$ cat src/rtl/cpu_pkg.sv
// cpu_pkg: shared hazard-unit state encodings and ecall halt id
package cpu_pkg;
  localparam logic [1:0] HZ_RUN    = 2'd0;
  localparam logic [1:0] HZ_DRAIN  = 2'd1;
  localparam logic [1:0] HZ_HALTED = 2'd2;
  localparam int ECALL_HALT_ID = 10;
endpackage

$ cat src/rtl/hazard_reg_match.sv
// hazard_reg_match: x0-qualified register match between a used source and a producer rd
module hazard_reg_match (
  input  logic [4:0] rs_i,
  input  logic       use_i,
  input  logic [4:0] rd_i,
  output logic       hit_o
);
  assign hit_o = use_i & (rd_i != 5'd0) & (rs_i == rd_i);
endmodule

$ cat src/rtl/hazard_detection_unit.sv
// hazard_detection_unit: load-use stall, EX redirect flush and ecall-halt drain sequencing
// HAZARD_PERF_CNT_EN adds stall_count/flush_count performance counters.
module hazard_detection_unit
  import cpu_pkg::*;
#(
  parameter int DRAIN_CYCLES = 3
) (
  input  logic        clk,
  input  logic        reset,
  input  logic [4:0]  id_rs1,
  input  logic [4:0]  id_rs2,
  input  logic        id_use_rs1,
  input  logic        id_use_rs2,
  input  logic        id_halt_req,
  input  logic [4:0]  id_ex_rd,
  input  logic        id_ex_mem_read,
  input  logic        ex_redirect,
  output logic        pc_write,
  output logic        if_id_write,
  output logic        id_ex_bubble,
  output logic        if_id_flush,
  output logic        is_halted
`ifdef HAZARD_PERF_CNT_EN
  ,
  output logic [31:0] stall_count,
  output logic [31:0] flush_count
`endif
);
  localparam int CW = $clog2(DRAIN_CYCLES + 1);
  logic [1:0]    state_q, state_d;
  logic [CW-1:0] cnt_q, cnt_d;
  logic          hit1, hit2, load_use, run, drain, redirect, stall, halt_acc, advance;
  hazard_reg_match u_rs1 (.rs_i(id_rs1), .use_i(id_use_rs1), .rd_i(id_ex_rd), .hit_o(hit1));
  hazard_reg_match u_rs2 (.rs_i(id_rs2), .use_i(id_use_rs2), .rd_i(id_ex_rd), .hit_o(hit2));
  assign load_use = id_ex_mem_read & (hit1 | hit2);
  assign run      = state_q == HZ_RUN;
  assign drain    = state_q == HZ_DRAIN;
  // a redirect in DRAIN means the ecall itself was wrong-path
  assign redirect = ex_redirect & (run | drain);
  assign stall    = run & ~ex_redirect & load_use;
  assign halt_acc = run & ~ex_redirect & ~load_use & id_halt_req;
  assign advance  = redirect | (run & ~load_use & ~id_halt_req);
  assign pc_write     = ~reset & advance;
  assign if_id_write  = ~reset & advance;
  assign id_ex_bubble = reset | redirect | stall | ~run;
  assign if_id_flush  = reset | redirect;
  assign is_halted    = ~reset & (state_q == HZ_HALTED);
  always_comb begin
    state_d = state_q;
    cnt_d   = cnt_q;
    if (redirect | halt_acc) begin
      state_d = redirect ? HZ_RUN : HZ_DRAIN;
      cnt_d   = '0;
    end else if (drain) begin
      cnt_d   = cnt_q + CW'(1);
      state_d = (cnt_q == CW'(DRAIN_CYCLES - 1)) ? HZ_HALTED : HZ_DRAIN;
    end
  end
  always_ff @(posedge clk or posedge reset) begin
    if (reset) begin
      state_q <= HZ_RUN;
      cnt_q   <= '0;
    end else begin
      state_q <= state_d;
      cnt_q   <= cnt_d;
    end
  end
`ifdef HAZARD_PERF_CNT_EN
  always_ff @(posedge clk or posedge reset) begin
    if (reset) begin
      stall_count <= '0;
      flush_count <= '0;
    end else begin
      if (stall) stall_count <= stall_count + 32'd1;
      if (redirect) flush_count <= flush_count + 32'd1;
    end
  end
`endif
endmodule
$ cat config.mk
export PLATFORM = sky130hd
export DESIGN_NAME = hazard_detection_unit
export DESIGN_NICKNAME = d
export VERILOG_FILES = /design/src/rtl/cpu_pkg.sv /design/src/rtl/hazard_reg_match.sv /design/src/rtl/hazard_detection_unit.sv
export SDC_FILE = /design/constraint.sdc
export NUM_CORES = 1
export LEC_CHECK = 0
export ABC_CLOCK_PERIOD_IN_PS = 5300
export CAP_MARGIN = 20
export CELL_PAD_IN_SITES_DETAIL_PLACEMENT = 1
export CELL_PAD_IN_SITES_GLOBAL_PLACEMENT = 1
export CORE_MARGIN = 5
export CORE_UTILIZATION = 26
export DETAILED_ROUTE_END_ITERATION = 12
export PLACE_DENSITY_LB_ADDON = 0.1
export RECOVER_POWER = 25
export SLEW_MARGIN = 20
export SYNTH_ARGS = -nofsm -noshare
export SYNTH_HDL_FRONTEND = slang
export SYNTH_SLANG_ARGS = --single-unit
$ cat constraint.sdc
create_clock -name clk -period 5.3 [get_ports clk]
set_input_delay 1.59 -clock clk [delete_from_list [all_inputs] [get_ports clk]]
set_output_delay 1.59 -clock clk [all_outputs]
set_load 0.02 [all_outputs]
# Word level (Yosys, flattened, before mapping)
# Index checks and enable logic that the tools add are counted.
[word_totals]
wordCells = 43
reg_bits = 4
latchBits = 0
n_memories = 0
out_inout_bits = 5
rom_bits = 0
ram_bits = 0
[op_classes]
add_sub_neg = 1
eq_ne = 5
mux = 6
n_reduce_logical = 3
div_mod_pow = 0
n_shift = 0
mul = 0
bitwise = 26
order_cmp = 0
[op_table]
columns = ["op", "n"]
rows = [
  ["AND 1 bit", 14],
  ["== test 5 bit", 2],
  ["2-to-1 mux 2 bit", 5],
  ["bitwise OR 1 bit", 7],
  ["NOT 1 bit", 5],
  ["nonzero test 5 bit", 1],
  ["== test 2 bit, second input constant", 2],
  ["adder 2 x 1 -> 2 bit, second input constant", 1],
  ["== test 2 x 1 -> 1 bit, second input constant", 1],
  ["logical NOT 2 bit", 1],
  ["nonzero test 2 bit", 1],
  ["2-to-1 mux 1 bit", 1],
]

# Longest topological paths before layout
# Gate-level depths: netlist of run 1.
[logic_depth]
ltp_word = 10
depth_mapped = 6
depth_no_buf = 6

# Modules after synthesis
# A second synthesis of run 1 with hierarchy kept.
[unflattened]
hier_cells = 53
area_unflattened_um2 = 421.7
[by_module_without_submodules]
columns = ["module", "n_inst", "cells_each", "area_each_um2", "seq_area_each_um2"]
rows = [
  ["hazard_detection_unit", 1, 33, 281.5, 100.1],
  ["hazard_reg_match", 2, 10, 70.1, 0.0],
]

# Worst setup path after synthesis of run 1
# OpenSTA, ideal clock, no wires.
[synth_timing]
path_kind = "input to output"
startpoint = "in id_ex_rd[1]"
endpoint = "out pc_write"
path_buffers = 1
t_arrival_ps = 2791
path_slack_ps = 919
cell_stages = 5
t_required_ps = 3710
cell_sequence = "or4_1 -> o21ai_2 -> o2bb2ai_1 -> a21o_1 -> buf_4"
[synth_via]
elab_chain_cells = 10
word_cells_on_any_way = 14
classes_between = "eq/ne (2); bitwise (11); reduce/logical (1)"
[synth_lines]
columns = ["element", "line_no", "source"]
rows = [
  ["start, declared", "hazard_detection_unit.sv:15", "input logic [4:0] id_ex_rd,"],
  ["nonzero test 5 bit", "hazard_reg_match.sv:8", "assign hit_o = use_i & (rd_i != 5'd0) & (rs_i == rd_i);"],
  ["AND 1 bit (2 in series)", "hazard_reg_match.sv:8", ""],
  ["bitwise OR 1 bit (*)", "hazard_detection_unit.sv:35", "assign load_use = id_ex_mem_read & (hit1 | hit2);"],
  ["AND 1 bit (*)", "hazard_detection_unit.sv:35", ""],
  ["NOT 1 bit (*)", "hazard_detection_unit.sv:42", "assign advance = redirect | (run & ~load_use & ~id_halt_req);"],
  ["AND 1 bit (*) (2 in series)", "hazard_detection_unit.sv:42", ""],
  ["bitwise OR 1 bit (*)", "hazard_detection_unit.sv:42", ""],
  ["AND 1 bit (*)", "--", ""],
  ["end, declared", "hazard_detection_unit.sv:18", "output logic pc_write,"],
]
# Mark *: on every way between the ends. The rest lies on a longest branch, timed or not.

# Final worst setup path of run 1
[layout_timing]
startpoint = "in id_ex_rd[2]"
endpoint = "out pc_write"
[layout_via]
elab_chain_cells = 10
word_cells_on_any_way = 14
classes_between = "eq/ne (2); bitwise (11); reduce/logical (1)"
[layout_lines]
columns = ["element", "line_no", "source"]
rows = [
  ["nonzero test 5 bit", "hazard_reg_match.sv:8", ""],
  ["AND 1 bit (2 in series)", "hazard_reg_match.sv:8", ""],
  ["bitwise OR 1 bit (*)", "hazard_detection_unit.sv:35", ""],
  ["AND 1 bit (*)", "hazard_detection_unit.sv:35", ""],
  ["NOT 1 bit (*)", "hazard_detection_unit.sv:42", ""],
  ["AND 1 bit (*) (2 in series)", "hazard_detection_unit.sv:42", ""],
  ["bitwise OR 1 bit (*)", "hazard_detection_unit.sv:42", ""],
  ["AND 1 bit (*)", "hazard_detection_unit.sv:43", "assign pc_write = ~reset & advance;"],
]
# Marks and branches as above.

==> impl_metrics.toml, run 1 <==
[clock_network]
htreeDepth = 1
cts_tree = "built"
cts_sinks = 4
path_clk_slew_ps = 40
cts_made_buffers = 3
ctsHoldBuffers = 0
clock_path_buffers = 2
worstSkewPairLatency_ps = 230
cts_resized = 0
root_buffer = "clkbuf_4"
postCtsSetupBuffers = 0

[synth]
avgSynthCellArea_um2 = 8.29
seq_area_frac_synth_pct = 22.8
synth_cells = 53
yosys_warnings = 0
ys_seq_elements = 4
synth.distinct_cells = 27
syn_area_um2 = 439
synth_nets = 76

[route]
dr.max_layer_used = "met3"
dr.pass1.iters = 2
drt-met1-wl_um = 577
antenna_left = 0
dr_total_vias = 497
wl_per_cell_um = 14.3
wl_met3_um = 51
wl_um = 1390
dr_wl_met2_um = 761
via_per_inst = 5.12
drc_errors = 0
drt_iter0_markers = 1

[floorplan]
dieArea_um2 = 2610
start_util_pct = 28.2
pin_count = 27
die_h_um = 51.1
core-area_um2 = 1560
num_rows = 14
die_w_um = 51.1

[outcome]
status = "complete, no violations"

[timing]
tightest_slew_ps = 368
slew_violations = 0
finalSetupViolCount = 0
finClkSkew_ps = 5.79
min_period_ps = 5210
period_share_pct = 98.4
fmax_mhz = 192
fin_ws_ps = 85.6
hold_viol_final = 0
slew_headroom_pct = 75.1
rsz0062_at_grt = "no"
fin_setup_tns_ps = 0
hold_slack_ps = 683

[critical_path]
worst_path_max_delay_cell = "clkdlybuf4s50_1"
critPathBufInv = 2
crit_chain = "clkdlybuf4s50_1 -> or4_1 -> o21ai_2 -> o2bb2ai_1 -> a21o_1 -> clkdlybuf4s50_1"
arrival_ps = 3620
cp-start-kind = "input pin"
critPathTopFamily = "buffers and inverters"
crit_path_max_incr_delay_ps = 620
path_class = "in2out"
cpMostUsedCell = "clkdlybuf4s50_1"
path_max_fanout = 3
setup.worst_path.end_class = "output pin"
required_ps = 3710

[pwr]
peakVddDrop_uv = 167
cellPowerDensity_nw_per_um2 = 282
power_leakage_nw = 0.289

[placement]
detailed_place_hpwl_um = 1230
portBuffers = 26
place_ws_ps = 72.1
dp_cells = 94
gp_congestion = 0.820

[cells_and_area]
final_layout_size_suffix_gt1_share_pct = 8.64
final.fill_count = 204
area_delta_synth_final_pct = 68.7
nNetsFinal = 106
layoutNonFillerInstCount = 97
post-route-util_pct = 47.5
n_antenna_cell = 0

[global_routing]
grt_pass1_wl_um = 2230
overflow = 0
grt_max_degree = 13
grt_pass1_vias = 510
antenna_found_initial = 0
grtUsageTotal_pct = 11.3

[flow_run]
maxCapViolations = 0

[hold_path]
hold_path_class = "reg2reg"
-- cell type report --
class / instances / area [µm²] / share of cell area, %
tap: 16 / 20.0 / 2.70
sequential: 4 / 100 / 13.5
timing repair buffer: 28 / 275 / 37.2
inverter: 3 / 11.3 / 1.52
clock buffer: 3 / 22.5 / 3.04
multi-input combinational: 43 / 312 / 42.1
-- worst paths after layout --
kind                             start    endpoint  slack [ps]  cells after the start
setup / recovery           id_ex_rd[2]    pc_write          90                      6
setup reg to reg            state_q[0]    cnt_q[1]        3870                      3
hold / removal                cnt_q[0]    cnt_q[0]         680                      2
max in group asynchronous        reset  state_q[0]        3330                      2
hold reg to reg               cnt_q[0]    cnt_q[0]         680                      2
min in group asynchronous        reset    cnt_q[0]        1800                      2
-- synth_stat cells, drive strengths merged --
| cell type | n | area share [%] |
|---|---|---|
| a21o | 2 | 3.4 |
| nand2b | 1 | 1.4 |
| a31o | 1 | 2.0 |
| or4 | 1 | 1.7 |
| nand4 | 2 | 2.8 |
| xnor2 | 10 | 20 |
| and3 | 1 | 1.4 |
| o22a | 1 | 2.0 |
| nand2 | 5 | 4.3 |
| nor4 | 2 | 2.8 |
| o21ai | 4 | 5.4 |
| nor2 | 2 | 1.7 |
| buf | 2 | 2.8 |
| a2111oi | 1 | 2.3 |
| nor3b | 2 | 3.4 |
| a2bb2oi | 1 | 2.0 |
| ha | 1 | 2.8 |
| inv | 3 | 2.6 |
| nor4b | 2 | 4.0 |
| o2bb2ai | 1 | 2.0 |
| clkbuf | 1 | 0.85 |
| nand3 | 1 | 1.1 |
| mux2i | 1 | 2.3 |
| o221ai | 1 | 2.0 |
| dfrtp | 4 | 23 |
-- metal layers --
| layer | up-vias | GRT usage [%] |
|---|---|---|
| li1 | 251 | - |
| met1 | 231 | 12.8 |
| met2 | 15 | 20.0 |
| met3 | 0 | 4.07 |
| met4 | 0 | 2.69 |
| met5 | - | 0 |
-- logic make-up (layout without fill, tap and decap cells) --
kind of cell,after synthesis,in the layout,share of synthesized area [%]
simple gates,19,19,24.8
compound gates,12,12,21.1
xor+xnor,10,10,19.9
buf+inv,6,34,6.27
flops,4,4,22.8
fa+ha+maj,1,1,2.85
mux,1,1,2.28
-- tightest hold or removal path: cells and delay by family (launching register included) --
family	cells	cell delay (ps)
AOI/OAI and AO/OA	2	280
DFF	1	360
-- cell usage in the layout (no fill, tap or decap), types with 2 or more instances in the layout --
cell type / count
a21o_1: 2
buf_4: 2
clkbuf_4: 3
clkdlybuf4s50_1: 25
dfrtp_1: 4
inv_1: 3
nand2_1: 5
nand4_1: 2
nor2_1: 2
nor3b_1: 2
nor4_1: 2
nor4b_1: 2
o21ai_0: 3
xnor2_1: 10
-- where the power goes --
part | switching [mW] | total, mW | leakage (nW) | internal (mW)
Combinational | 0.0450 | 0.107 | 0.223 | 0.0619
Sequential | 0.0228 | 0.0645 | 0.0523 | 0.0417
Clock | 0.0119 | 0.0372 | 0.0138 | 0.0253
Total | 0.0797 | 0.209 | 0.289 | 0.129
-- registers in the layout, summed over array words and instances, names as in the netlist --
name,flops
cnt_q,2
state_q,2
-- through the flow --
stage                     power (mW)  cell area [µm²]
after global placement         0.171              718
after CTS                      0.212              741
final                          0.209              741
after floorplan                0.128              439
after global routing           0.229              741
after detailed placement       0.173              718
Power figures use the tool's default switching activity.
==> run 2, diff against run 1 <==
--- a/config.mk
+++ b/config.mk
@@ -12,6 +12,7 @@
 export CORE_MARGIN = 5
 export CORE_UTILIZATION = 26
 export DETAILED_ROUTE_END_ITERATION = 12
+export GPL_ROUTABILITY_DRIVEN = 0
 export PLACE_DENSITY_LB_ADDON = 0.1
 export RECOVER_POWER = 25
 export SLEW_MARGIN = 20
==> results of run 2 <==
Final layout, timing and power as in run 1 (identical DEF).
==> run 3, diff against run 2 <==
--- a/config.mk
+++ b/config.mk
@@ -12,7 +12,6 @@
 export CORE_MARGIN = 5
 export CORE_UTILIZATION = 26
 export DETAILED_ROUTE_END_ITERATION = 12
-export GPL_ROUTABILITY_DRIVEN = 0
 export PLACE_DENSITY_LB_ADDON = 0.1
 export RECOVER_POWER = 25
 export SLEW_MARGIN = 20
==> results of run 3 <==
Final layout, timing and power as in run 1 (identical DEF).
